$ cat config.mk
export PLATFORM = sky130hd
export DESIGN_NAME = rc5_manchester_tx
export DESIGN_NICKNAME = d
export VERILOG_FILES = /design/src/rtl/rc5_pkg.sv /design/src/rtl/rc5_tick_detect.sv /design/src/rtl/rc5_manchester_tx.sv
export SDC_FILE = /design/constraint.sdc
export NUM_CORES = 1
export LEC_CHECK = 0
export BUFFER_PORTS_ARGS = -buffer_cell sky130_fd_sc_hd__buf_2
export CORE_AREA = 2 2 60 62
export DETAILED_ROUTE_END_ITERATION = 12
export DIE_AREA = 0 0 62 64
export PLACE_DENSITY = 0.67
export SETUP_SLACK_MARGIN = 0.05
export SYNTH_ARGS = -nofsm -noshare
export SYNTH_HDL_FRONTEND = slang
export SYNTH_HIERARCHICAL = 1
export SYNTH_SLANG_ARGS = --single-unit
export TNS_END_PERCENT = 30
$ cat constraint.sdc
create_clock -name clk -period 2.3 [get_ports clk]
set_clock_uncertainty 0.1 [all_clocks]
set_input_delay 0.115 -clock clk [delete_from_list [all_inputs] [get_ports clk]]
set_output_delay 0.115 -clock clk [all_outputs]
set_load 0.05 [all_outputs]
$ cat src/rtl/rc5_pkg.sv
// Shared RC-5 definitions for the transmit and receive paths.
package rc5_pkg;

  typedef enum logic [1:0] {
    IDLE = 2'd0,
    SEND = 2'd1,
    GAP  = 2'd2
  } rc5_tx_state_t;

  localparam int RC5_FRAME_BITS  = 14;
  localparam int RC5_HALF_BITS   = 28;
  localparam int RC5_ADDR_W      = 5;
  localparam int RC5_CMD_W       = 6;
  localparam int RC5_DEFAULT_GAP = 100;

  // Line level of one Manchester half-bit: a logical 1 is space then mark,
  // a logical 0 is mark then space. The frame is sent MSB first.
  function automatic logic rc5HalfLevel(input logic [RC5_FRAME_BITS-1:0] frame,
                                        input logic [4:0] hidx);
    logic bitVal;
    bitVal = frame[4'd13 - hidx[4:1]];
    return hidx[0] ? bitVal : ~bitVal;
  endfunction

endpackage

$ cat src/rtl/rc5_tick_detect.sv
// Turns the half-bit divider output into a one-cycle tick on each rising edge.
module rc5_tick_detect (
  input  logic clk,
  input  logic rst,
  input  logic clk_div,
  output logic half_tick
);

  logic r_clkDivQ;

  // Remember last cycle's divider level so a rising edge stands out.
  always_ff @(posedge clk) begin
    if (rst) begin
      r_clkDivQ <= 1'b0;
    end else begin
      r_clkDivQ <= clk_div;
    end
  end

  assign half_tick = clk_div & ~r_clkDivQ;

endmodule

$ cat src/rtl/rc5_manchester_tx.sv
// RC-5 frame encoder: builds the 14-bit frame on request and emits it as a
// Manchester-coded baseband envelope, one half-bit per divider tick, followed
// by an idle gap. Holding the request repeats the frame with the same toggle.
module rc5_manchester_tx
  import rc5_pkg::*;
#(
  parameter int GAP_HALFBITS = RC5_DEFAULT_GAP
) (
  input  logic                  clk,
  input  logic                  rst,
  input  logic                  clk_div,
  input  logic                  req,
  input  logic [RC5_ADDR_W-1:0] addr,
  input  logic [RC5_CMD_W-1:0]  cmd,
  output logic                  ir_out,
  output logic                  busy,
  output logic                  frame_done
);

  localparam int GCNT_W = (GAP_HALFBITS > 0) ? $clog2(GAP_HALFBITS + 1) : 1;
  localparam logic [GCNT_W-1:0] GCNT_LAST = GCNT_W'(GAP_HALFBITS - 1);
  localparam logic [4:0] HIDX_LAST = 5'(RC5_HALF_BITS - 1);

  if (GAP_HALFBITS < 1) begin : g_gapCheck
    $error("rc5_manchester_tx: GAP_HALFBITS must be at least 1");
  end

  rc5_tx_state_t             r_state;
  logic [RC5_FRAME_BITS-1:0] r_frame;
  logic [4:0]                r_hidx;
  logic [GCNT_W-1:0]         r_gcnt;
  logic                      r_tgl;
  logic                      r_held;
  logic                      r_irOut;
  logic                      r_busy;
  logic                      r_frameDone;

  logic                      w_halfTick;
  logic                      w_tglNext;
  logic [RC5_FRAME_BITS-1:0] w_frameNew;
  logic [4:0]                w_hidxNext;
  logic [GCNT_W-1:0]         w_gcntNext;

  rc5_tick_detect u_tickDetect (
    .clk       (clk),
    .rst       (rst),
    .clk_div   (clk_div),
    .half_tick (w_halfTick)
  );

  // A fresh press flips the toggle bit; a held key keeps it.
  assign w_tglNext  = r_held ? r_tgl : ~r_tgl;
  assign w_frameNew = {1'b1, 1'b1, w_tglNext, addr, cmd};
  assign w_hidxNext = r_hidx + 5'd1;
  assign w_gcntNext = r_gcnt + GCNT_W'(1);

  // Encoder FSM: accept a request, walk the 28 half-bits, then hold the line
  // idle for the gap. Everything advances only on a half-bit tick.
  always_ff @(posedge clk) begin
    if (rst) begin
      r_state     <= IDLE;
      r_frame     <= '0;
      r_hidx      <= '0;
      r_gcnt      <= '0;
      r_tgl       <= 1'b0;
      r_held      <= 1'b0;
      r_irOut     <= 1'b0;
      r_busy      <= 1'b0;
      r_frameDone <= 1'b0;
    end else begin
      r_frameDone <= 1'b0;
      if (w_halfTick) begin
        if (!req) begin
          r_held <= 1'b0;
        end
        case (r_state)
          IDLE: begin
            if (req) begin
              r_tgl   <= w_tglNext;
              r_held  <= 1'b1;
              r_frame <= w_frameNew;
              r_hidx  <= 5'd0;
              r_irOut <= rc5HalfLevel(w_frameNew, 5'd0);
              r_busy  <= 1'b1;
              r_state <= SEND;
            end
          end
          SEND: begin
            if (r_hidx == HIDX_LAST) begin
              r_irOut     <= 1'b0;
              r_frameDone <= 1'b1;
              r_gcnt      <= '0;
              if (GCNT_LAST == '0) begin
                r_busy  <= 1'b0;
                r_state <= IDLE;
              end else begin
                r_state <= GAP;
              end
            end else begin
              r_hidx  <= w_hidxNext;
              r_irOut <= rc5HalfLevel(r_frame, w_hidxNext);
            end
          end
          GAP: begin
            r_irOut <= 1'b0;
            r_gcnt  <= w_gcntNext;
            if (w_gcntNext == GCNT_LAST) begin
              r_busy  <= 1'b0;
              r_state <= IDLE;
            end
          end
          default: begin
            r_state <= IDLE;
          end
        endcase
      end
    end
  end

  assign ir_out     = r_irOut;
  assign busy       = r_busy;
  assign frame_done = r_frameDone;

endmodule
# Word level (Yosys, flattened, before mapping)
# Index checks and enable logic that the tools add are counted.
[word_totals]
regBits = 33
inputBits = 15
out_inout_bits = 3
[op_classes]
n_addsub = 3
order_cmp = 1
n_eq_ne = 8
muxes = 23
n_bitwise = 6
reduce_logical = 12
[ops]
columns = ["operator", "n"]
rows = [
  ["$pmux W7 S2", 1],
  ["$reduce_and A4 Y1", 3],
  ["$mux W1", 11],
  ["$mux W5", 2],
  ["$pmux W5 S2", 1],
  ["$reduce_and A3 Y1", 3],
  ["$ne A2 B2 Y1 const B", 4],
  ["$add A7 B1 Y7 const B", 1],
  ["$eq A7 B7 Y1 const B", 1],
  ["$mux W7", 1],
  ["$mux W2", 3],
  ["$pmux W2 S3", 1],
  ["$reduce_bool A2 Y1", 3],
  ["$add A5 B1 Y5 const B", 1],
  ["$eq A5 B5 Y1 const B", 1],
  ["$lt A4 B5 Y1 const B", 1],
  ["$not A1 Y1", 5],
  ["$bmux W1 S4", 1],
  ["$sub A4 B4 Y4 const A", 1],
  ["$pmux W1 S3", 1],
  ["$reduce_bool A3 Y1", 1],
  ["$reduce_or A3 Y1", 1],
  ["$eq A2 B1 Y1 const B", 1],
  ["$eq A2 B2 Y1 const B", 1],
  ["other kinds (3)", 3],
]

# Longest topological paths before layout
# Gate-level depths: netlist (run 1).
[logic_depth]
word_depth = 8
ltp_mapped = 8
ltp_nobuf = 8

# By module
# The synthesis (run 1) kept the hierarchy.
[modules_own_cells]
columns = ["mod", "instances", "cells_per_inst", "area_per_inst_um2", "seq_area_each_um2"]
rows = [
  ["rc5_manchester_tx", 1, 189, 1546.5, 620.6],
  ["rc5_tick_detect", 1, 3, 47.5, 20.0],
]

# Least setup slack after synthesis (run 1)
# No wires, ideal clock.
[synth_timing]
path_type = "register to register"
from = "register r_hidx[0]"
to = "register r_irOut (netlist: ir_out)"
setup_ps = 124
t_arrival_ps = 2023
t_required_ps = 2076
slack_ps = 53
path_stages_with_launch = 9
n_path_buf = 0
period_less_slack_ps = 2247
path_cell_list = "dfxtp_1 -> ha_1 -> xor2_1 -> ha_1 -> mux4_1 -> mux2i_1 -> nor4b_1 -> a311oi_1 -> nand2_1"
[synth_between]
elab_chain_cells = 8
elab_cells_between_ends = 9
classes_between = "add/sub: 2; eq/ne: 1; mux: 5; bitwise: 1"
[synth_rtl]
columns = ["item", "line", "source"]
rows = [
  ["start: declaration", "rc5_manchester_tx.sv:30", "logic [4:0] r_hidx;"],
  ["start signal: assignment", "rc5_manchester_tx.sv:100", "r_hidx <= w_hidxNext;"],
  ["$add A5 B1 Y5", "rc5_manchester_tx.sv:54", "assign w_hidxNext = r_hidx + 5'd1;"],
  ["$sub A4 B4 Y4", "rc5_pkg.sv:21", "bitVal = frame[4'd13 - hidx[4:1]];"],
  ["$bmux W1 S4", "rc5_pkg.sv:21", ""],
  ["$mux W1 (not written as such)", "rc5_pkg.sv:21", ""],
  ["$not A1 Y1", "rc5_pkg.sv:22", "return hidx[0] ? bitVal : ~bitVal;"],
  ["$mux W1", "rc5_pkg.sv:22", ""],
  ["$mux W1 *", "rc5_manchester_tx.sv:89", "if (r_hidx == HIDX_LAST) begin"],
  ["$pmux W1 S3 *", "rc5_manchester_tx.sv:76", "case (r_state)"],
  ["end signal: assignment", "rc5_manchester_tx.sv:83", "r_irOut <= rc5HalfLevel(w_frameNew, 5'd0);"],
  ["end signal: assignment", "rc5_manchester_tx.sv:101", "r_irOut <= rc5HalfLevel(r_frame, w_hidxNext);"],
  ["end: declaration", "rc5_manchester_tx.sv:34", "logic r_irOut;"],
]
# Mark *: on every way between the ends. The rest lies on a longest branch, timed or not. The select of a mux whose other input is x is not followed.
# A chain may end at the register's enable or synchronous reset.

# Final worst setup path (run 1)
[layout_timing]
from = "register r_hidx[2]"
to = "register r_irOut (netlist: ir_out)"
# The elaborated chain is that of the path after synthesis.

==> run summary, run 1 <==
RSZ-0062 raised after global routing: true
CP arrival: 2.36 ns
Critical path fanouts, max: 5
Final HPWL DP: 2330 um
Gr usage total: 0.197
Mapped Nets: 211
WL per Instance: 13.4 um
Critical path class: register to register
Core Area: 0.00328 mm2
# H-tree levels: 2
Hold slack: 0.0100 ns
Largest net degree at the start of global routing: 32
R2r setup slk: 0.08 ns
Clock latency on the worst-skew pair: 0.34 ns
Layout area overhead: 27.7%
Final GP Congestion: 0.777
Reg power frac: 0.518
Clock share of power: 0.383
Die height: 64 um
Setup tns final: 0 ns
Final antenna diode count: 0
Syn_area_per_cell: 8.30 um2
Clock Sinks: 32
Final Non-Filler Cells: 276
DRC viols: 0
Area of the mapped netlist: 0.00159 mm2
Routed Wire Length: 3690 um
Via count: 1504
CTS Buffer Depth: 2
Root buffer cell: clkbuf_4
Layout Nets: 248
Vias per inst: 5.45
Ys Warns: 6
Switching power: 0.274 mW
Normalized max-slew margin: 0.613
Share of cells above drive strength 1: 0.222
Leakage: 0.751 nW
1st-iter DRT viols: 54
Initial antenna violation count: 0
Worst EP required: 2.44 ns
Fmax: 450 MHz
Starting density of the core: 0.485
Hold Vio Cnt, Final: 0
GR Overflow Total: 0
Max-slew violations: 0
Chip width: 62 um
TritonRoute pass-1 iters: 6
Post-Place Cells: 250
Switching Fraction: 0.244
Synth Register Bits: 32
Logic pwr share: 0.099
Hold_sp: req
Distinct cells, synth: 40
Site Rows: 21
CTS tree: yes
Die area: 0.00397 mm2
Port buffer count: 17
IO Count: 18
Global-route wire length before repair: 5840 um
Post-Syn Instances: 192
Power density of the placed cells: 551 mW/mm2
Worst Tran Pin Value: 0.581 ns
CTS buffer count: 5
Final Critical Period: 2.22 ns
Register area share after synthesis: 0.402
Hold Path Class: primary input to register
CP Launch Point: r_hidx[2]
Post-DRT Antenna Nets: 0
Vias in the first global route: 1408
Status: completed
Clock transition at path regs: 0.10 ns
Critical Path End Type: register
Number of max-cap violations: 0
Startpoint Class: register
Setup violators final: 0
Pint: 0.848 mW
VDD IR max: 0.393 mV
Reg-to-reg critical path startpoint: r_hidx[2]
Period utilization: 0.967
## synth_stat cells
master	instances	area (um2)
a2111oi_0	1	8.76
a211o_1	2	17.5
a211oi_1	2	15.0
a21oi_1	22	110
a2bb2oi_1	2	17.5
a311oi_1	1	8.76
a31oi_1	3	18.8
and2_1	1	6.26
and4b_1	1	10.0
buf_2	2	10.0
buf_6	1	11.3
clkbuf_1	5	18.8
dfxtp_1	32	641
ha_1	4	50.1
inv_1	5	18.8
mux2_2	1	11.3
mux2i_1	2	20.0
mux4_1	2	52.6
nand2_1	32	120
nand2b_1	4	25.0
nand3_1	6	30.0
nand3b_1	2	15.0
nand4b_1	1	8.76
nor2_1	24	90.1
nor2b_1	1	6.26
nor2b_4	2	27.5
nor3_1	5	25.0
nor3b_1	2	15.0
nor4_1	1	6.26
nor4b_1	1	8.76
nor4bb_1	1	10.0
o21ai_0	6	30.0
o221a_2	2	22.5
o31a_1	1	8.76
o31ai_1	1	7.51
or2_1	1	6.26
or3_1	1	6.26
or3b_1	1	8.76
xnor2_1	4	35.0
xor2_1	4	35.0
## area by class of cell
| cell class | instances | area [um2] |
|---|---|---|
| clock buffer | 5 | 37.5 |
| multi-input combinational | 147 | 955 |
| tap | 46 | 57.6 |
| clock inverter | 3 | 42.5 |
| inverter | 5 | 18.8 |
| fill | 282 | 1250 |
| timing repair buffer | 38 | 273 |
| sequential | 32 | 652 |
## sequential cells by signal, indices dropped and copies added, names as in the netlist
signal / cells
r_frame: 13
r_gcnt: 7
r_hidx: 5
r_state: 2
busy: 1
frame_done: 1
ir_out: 1
r_held: 1
u_tickDetect/r_clkDivQ: 1
## power groups by stage
stage	Combinational (mW)	Sequential, mW	Clock, mW
2_1_floorplan	0.0624	0.595	0
3_3_place_gp	0.0872	0.596	0
3_5_place_dp	0.0895	0.597	0
4_1_cts	0.107	0.584	0.433
5_1_grt	0.125	0.584	0.466
6_report	0.112	0.581	0.430
## metal layers
| layer | up-vias | part of all wire | GRT usage |
|---|---|---|---|
| met4 | 0 | 0.029 | 0.109 |
| met2 | 51 | 0.49 | 0.309 |
| met1 | 698 | 0.43 | 0.238 |
| met5 | - | 0 | 0 |
| met3 | 11 | 0.050 | 0.0506 |
| li1 | 744 | - | - |
## kinds of logic after synthesis
group / count (synthesis) / share of synthesized area
and+or+nand+nor: 87 / 0.267
AOI/OAI and AO/OA: 43 / 0.166
DFF: 32 / 0.402
buffers and inverters: 13 / 0.0369
xor gates and xnor gates: 8 / 0.0440
muxes: 5 / 0.0526
adders and majority gates: 4 / 0.0314
## worst max-delay path, cell delays in order, from the launching register on
cell and delay (ns):
dfxtp_4 0.37, buf_4 0.15, xor2_4 0.19, ha_4 0.30, mux4_2 0.31, mux2i_2 0.21, nor4b_2 0.09, a311oi_1 0.29
nand2_1 0.10
## worst paths after layout
check	to	cells past startpoint
max	ir_out	8
min	r_held	2
max reg2reg	ir_out	8
min reg2reg	r_frame[1]	2
## metrics by stage
| step | utilization | total power [mW] | instance area (um2) | worst slack, ns |
|---|---|---|---|---|
| 2_1_floorplan | - | 0.658 | 1590 | 0.0532 |
| 3_3_place_gp | 0.523 | 0.683 | 1720 | 0.134 |
| 3_5_place_dp | 0.523 | 0.686 | 1720 | 0.0353 |
| 4_1_cts | 0.595 | 1.12 | 1960 | 0.0676 |
| 5_1_grt | 0.620 | 1.17 | 2040 | 0.0119 |
| 6_report | 0.620 | 1.12 | 2040 | 0.0759 |
## cell usage in the layout, fill, tap and decap left out, drive strengths merged, types with 2 or more instances in the layout
cell type    instances
a211o                2
a211oi               2
a21oi               22
a2bb2oi              2
a31oi                3
buf                 26
clkbuf               5
dfxtp               32
dlygate4sd3         12
ha                   4
inv                  5
mux2i                2
mux4                 2
nand2               32
nand2b               4
nand3                6
nand3b               2
nor2                24
nor2b                3
nor3                 5
nor3b                2
o21ai                6
o221a                2
xnor2                4
xor2                 4
## timing repair
item / CTS / global route
endpoints found under the hold margin: 12 / 0
setup buffers: 1 / 5
gates cloned: 0 / 0
gates resized for setup: 7 / 11
endpoints found under the setup margin: 1 / 1
hold buffers: 12 / 0
pin swaps: 3 / 7
Note: power is estimated with default switching activity, not from simulation.
==> run 2, diff against run 1 <==
--- a/config.mk
+++ b/config.mk
@@ -9,7 +9,7 @@
 export CORE_AREA = 2 2 60 62
 export DETAILED_ROUTE_END_ITERATION = 12
 export DIE_AREA = 0 0 62 64
-export PLACE_DENSITY = 0.67
+export PLACE_DENSITY = 0.65
 export SETUP_SLACK_MARGIN = 0.05
 export SYNTH_ARGS = -nofsm -noshare
 export SYNTH_HDL_FRONTEND = slang
==> constraint.sdc (replaced) <==
create_clock -name clk -period 2.53 [get_ports clk]
set_clock_uncertainty 0.1 [all_clocks]
set_input_delay 0.1265 -clock clk [delete_from_list [all_inputs] [get_ports clk]]
set_output_delay 0.1265 -clock clk [all_outputs]
set_load 0.05 [all_outputs]
==> run summary, run 2 (synthesis gave the netlist of run 1 again) <==
Top reg by flops: r_frame
Hold Vio Cnt, Final: 0
Largest net degree at the start of global routing: 32
Clock Sinks: 32
Die area: 0.00397 mm2
Power Total: 1.02 mW
CTS Buffer Depth: 2
Leakage: 0.715 nW
Site Rows: 21
Layout Nets: 240
DRC viols: 0
Buf/Inv on CP: 0
# H-tree levels: 2
CP max stage cell: dfxtp_2
1st-iter DRT viols: 78
IO Count: 18
Clock latency on the worst-skew pair: 0.34 ns
Final Critical Period: 2.33 ns
Largest register FFs: 13
Reg power frac: 0.521
Status: completed
Period utilization: 0.922
Gr usage total: 0.183
Crit path largest cell delay: 0.41 ns
WL per Instance: 12.2 um
Final antenna diode count: 0
Setup violators final: 0
CTS buffer count: 5
Critical Path End Type: register
Root buffer cell: clkbuf_4
CTS tree: yes
Biggest regs: r_frame (13), r_gcnt (7), r_hidx (5)
Global-route wire length before repair: 5470 um
Clock transition at path regs: 0.10 ns
Vias in the first global route: 1281
Switching Fraction: 0.242
Port buffer count: 17
Most frequent cells in the layout: nand2_1, dfxtp_1, nor2_1, a21oi_1, buf_2
Final Non-Filler Cells: 268
Startpoint Class: register
Vias per inst: 5.29
Final GP Congestion: 0.791
Normalized max-slew margin: 0.619
GR Overflow Total: 0
Hold Path Class: primary input to register
Critical path, cell by cell: ha_2 > xor2_4 > ha_1 > mux4_1 > mux2i_1 > nor4b_1 > a311oi_1 > nand2_1
CP top delay family: adder cells
Starting density of the core: 0.485
Via count: 1418
R2R depth: 8
Number of max-cap violations: 0
Core Area: 0.00328 mm2
Critical path class: register to register
Setup tns final: 0 ns
Die height: 64 um
Logic pwr share: 0.096
Fmax: 429 MHz
Switching power: 0.246 mW
Most common cell after layout, fill and taps aside: nand2_1
Pint: 0.771 mW
Chip width: 62 um
CP arrival: 2.47 ns
Instance count on the critical path: 8
Post-Place Cells: 248
Layout area overhead: 21.4%
Max-slew violations: 0
Initial antenna violation count: 0
Power density of the placed cells: 526 mW/mm2
Critical path fanouts, max: 7
Routed Wire Length: 3280 um
Clock share of power: 0.384
Worst EP required: 2.67 ns
Final HPWL DP: 2290 um
Share of cells above drive strength 1: 0.162
RSZ-0062 raised after global routing: false
WHS Path Cells: 2
VDD IR max: 0.335 mV
TritonRoute pass-1 iters: 4
Worst Tran Pin Value: 0.572 ns
Post-CTS setup buffer count: 0
Post-DRT Antenna Nets: 0
## run 2: cell count changes in the layout (fill, tap and decap cells not counted), moves of 2 or more
cell / before / now
mux4_1: 0 / 2
dfxtp_4: 3 / 0
mux4_2: 2 / 0
buf_4: 9 / 1
ha_4: 2 / 0
dfxtp_2: 0 / 2
## run 2: through the flow
stage,setup slack (ns),utilization,area (um2),hold WS (ns)
floorplan,0.283,-,1590,0.0908
global route,0.0594,0.589,1930,0.0288
CTS,0.0675,0.582,1910,0.0154
global placement,0.155,0.519,1700,0.259
detailed placement,0.00642,0.519,1700,0.271
finish,0.198,0.589,1930,0.0231
## run 2: final timing paths
check	start	to	slack [ns]
min	req	r_held	0.02
min reg2reg	r_frame[4]	r_frame[4]	0.36
max	r_hidx[0]	ir_out	0.20
max reg2reg	r_hidx[0]	ir_out	0.20
## run 2: power groups by stage
stage                     clock [mW]  combinational, mW  sequential (mW)
after floorplan                    0             0.0567            0.541
after global routing           0.416              0.108            0.532
final                          0.390             0.0972            0.530
after global placement             0             0.0799            0.541
after CTS                      0.395             0.0957            0.530
after detailed placement           0             0.0816            0.541
## run 2: cell type report
class	instances	area [um2]
flip-flops and latches	32	643
clock inverters	3	42.5
repair buffers	30	213
clock buffers	5	37.5
well taps	46	57.6
fillers	304	1350
multi-input cells	147	922
inverters	5	18.8
## run 2: timing repair
action / 4_1_cts / 5_1_grt
hold buffers: 12 / 0
gates cloned: 0 / 0
endpoints found under the hold margin: 12 / 0
endpoints found under the setup margin: 1 / 1
gates resized for setup: 1 / 6
## run 2: per-layer routing
layer  vias to the layer above  track usage  part of all wire
li1                        733            -                 -
met1                       646        0.249              0.48
met2                        34        0.270              0.45
met3                         5       0.0607             0.054
met4                         0       0.0612             0.016
met5                         -            0                 0
==> run 3, diff against run 2 <==
--- a/config.mk
+++ b/config.mk
@@ -6,10 +6,12 @@
 export NUM_CORES = 1
 export LEC_CHECK = 0
 export BUFFER_PORTS_ARGS = -buffer_cell sky130_fd_sc_hd__buf_2
-export CORE_AREA = 2 2 60 62
+export CELL_PAD_IN_SITES_DETAIL_PLACEMENT = 1
+export CELL_PAD_IN_SITES_GLOBAL_PLACEMENT = 1
+export CORE_AREA = 2 2 64 66
 export DETAILED_ROUTE_END_ITERATION = 12
-export DIE_AREA = 0 0 62 64
-export PLACE_DENSITY = 0.65
+export DIE_AREA = 0 0 66 68
+export PLACE_DENSITY = 0.74
 export SETUP_SLACK_MARGIN = 0.05
 export SYNTH_ARGS = -nofsm -noshare
 export SYNTH_HDL_FRONTEND = slang
==> constraint.sdc (replaced) <==
create_clock -name clk -period 2.15 [get_ports clk]
set_clock_uncertainty 0.1 [all_clocks]
set_input_delay 0.1075 -clock clk [delete_from_list [all_inputs] [get_ports clk]]
set_output_delay 0.1075 -clock clk [all_outputs]
set_load 0.05 [all_outputs]
==> run summary, run 3 (synthesis gave the netlist of run 1 again) <==
Normalized max-slew margin: 0.751
Die height: 68 um
Period utilization: 1.01
Number of max-cap violations: 0
Clock transition at path regs: 0.07 ns
DRC viols: 0
Critical path class: register to register
Initial antenna violation count: 0
Power density of the placed cells: 610 mW/mm2
Final antenna diode count: 0
CTS tree: yes
TritonRoute pass-1 iters: 4
Core Area: 0.00386 mm2
Via count: 1523
Final Critical Period: 2.16 ns
Failing checks: negative setup slack
Gr usage total: 0.212
Final Non-Filler Cells: 278
VDD IR max: 0.326 mV
Share of cells above drive strength 1: 0.202
CTS Buffer Depth: 2
Hold Vio Cnt, Final: 0
Final core utilization: 0.527
1st-iter DRT viols: 87
Most common cell after layout, fill and taps aside: nand2_1
Critical path fanouts, max: 6
Final instance area: 0.00203 mm2
Layout Nets: 246
Chip width: 66 um
Top reg by flops: r_frame
Vias in the first global route: 1578
Most frequent cells in the layout: nand2_1, dfxtp_1, nor2_1, a21oi_1, buf_2
Placed cell area: 0.00177 mm2
RSZ-0062 raised after global routing: true
Layout area overhead: 27.4%
Worst EP required: 2.22 ns
Post-DRT Antenna Nets: 0
Fmax: 462 MHz
Startpoint Class: register
Biggest regs: r_frame (13), r_gcnt (7), r_hidx (5)
Post-Place Cells: 257
Final GP Congestion: 0.809
Worst Slack Setup Final: -0.0133 ns
Largest register FFs: 13
CTS buffer count: 5
Starting density of the core: 0.413
Die area: 0.00449 mm2
Max-slew violations: 0
Status: complete, but fails checks
Worst Tran Pin Value: 0.368 ns
Setup violators final: 1
Clock Sinks: 32
Leakage: 0.762 nW
IO Count: 18
Final HPWL DP: 3010 um
Largest net degree at the start of global routing: 31
CP arrival: 2.23 ns
Routed Wire Length: 4280 um
Hold Path Class: primary input to register
Global-route wire length before repair: 7070 um
GR Overflow Total: 0
Site Rows: 23
Port buffer count: 17
Root buffer cell: clkbuf_8
WL per Instance: 15.4 um
Clock latency on the worst-skew pair: 0.29 ns
Vias per inst: 5.48
# H-tree levels: 2
Critical Path End Type: register
==> run 3: changes by cell type in the layout (fill, tap and decap cells not counted), sizes merged <==
cell / delta
buf: +6
clkbuf: +2
clkinv: -1
bufinv: -1
==> run 3: worst paths after layout <==
| path | from | end | slack (ns) | depth (start not counted) |
|---|---|---|---|---|
| hold reg to reg | r_frame[5] | r_frame[5] | 0.36 | 2 |
| setup reg to reg | r_hidx[0] | ir_out | -0.01 | 8 |
| hold / removal | req | r_held | 0.06 | 2 |
| setup / recovery | r_hidx[0] | ir_out | -0.01 | 8 |
==> run 3: cell type report <==
| type | instances | area [um2] |
|---|---|---|
| clock buffer | 7 | 86.3 |
| multi-input combinational | 147 | 953 |
| sequential | 32 | 644 |
| timing repair buffer | 36 | 258 |
| fill | 485 | 1830 |
| clock inverter | 1 | 7.51 |
| tap | 50 | 62.6 |
| inverter | 5 | 18.8 |
==> run 3: through the flow <==
stage	setup WS [ns]	total power, mW	hold slack, ns	TNS [ns]
floorplan	0.101	0.704	0.0718	0
global placement	0.0719	0.737	0.241	0
detailed placement	-0.130	0.743	0.252	-0.130
CTS	0.00812	1.25	0.0531	0
global route	-0.0650	1.29	0.0603	-0.0650
finish	-0.0133	1.24	0.0582	-0.0133
==> run 3: where the power goes <==
group	total, mW	switching [mW]	internal, mW
sequential	0.624	0.0132	0.611
combinational	0.125	0.0655	0.0591
clock	0.489	0.229	0.260
==> run 3: critical path, cell delays in order (launching register included) <==
cell and delay [ns]:
dfxtp_2 0.35, ha_4 0.19, xor2_2 0.16, ha_4 0.30, mux4_1 0.29, mux2i_2 0.20
nor4b_1 0.09, a311oi_1 0.27, nand2_1 0.10
==> run 3: per-layer routing <==
| layer | GRT usage | up-vias | part of all wire |
|---|---|---|---|
| met4 | 0.0995 | 0 | 0.023 |
| met2 | 0.383 | 27 | 0.52 |
| met5 | 0 | - | 0 |
| li1 | - | 742 | - |
| met1 | 0.239 | 745 | 0.43 |
| met3 | 0.0493 | 9 | 0.035 |
==> run 3: what timing repair did <==
item	4_1_cts	5_1_grt
resized for setup	4	4
pin swaps	2	0
gates cloned	0	0
setup buffers	1	0
hold buffers	12	0
endpoints found under the hold margin	12	0
setup endpoints to repair	1	3
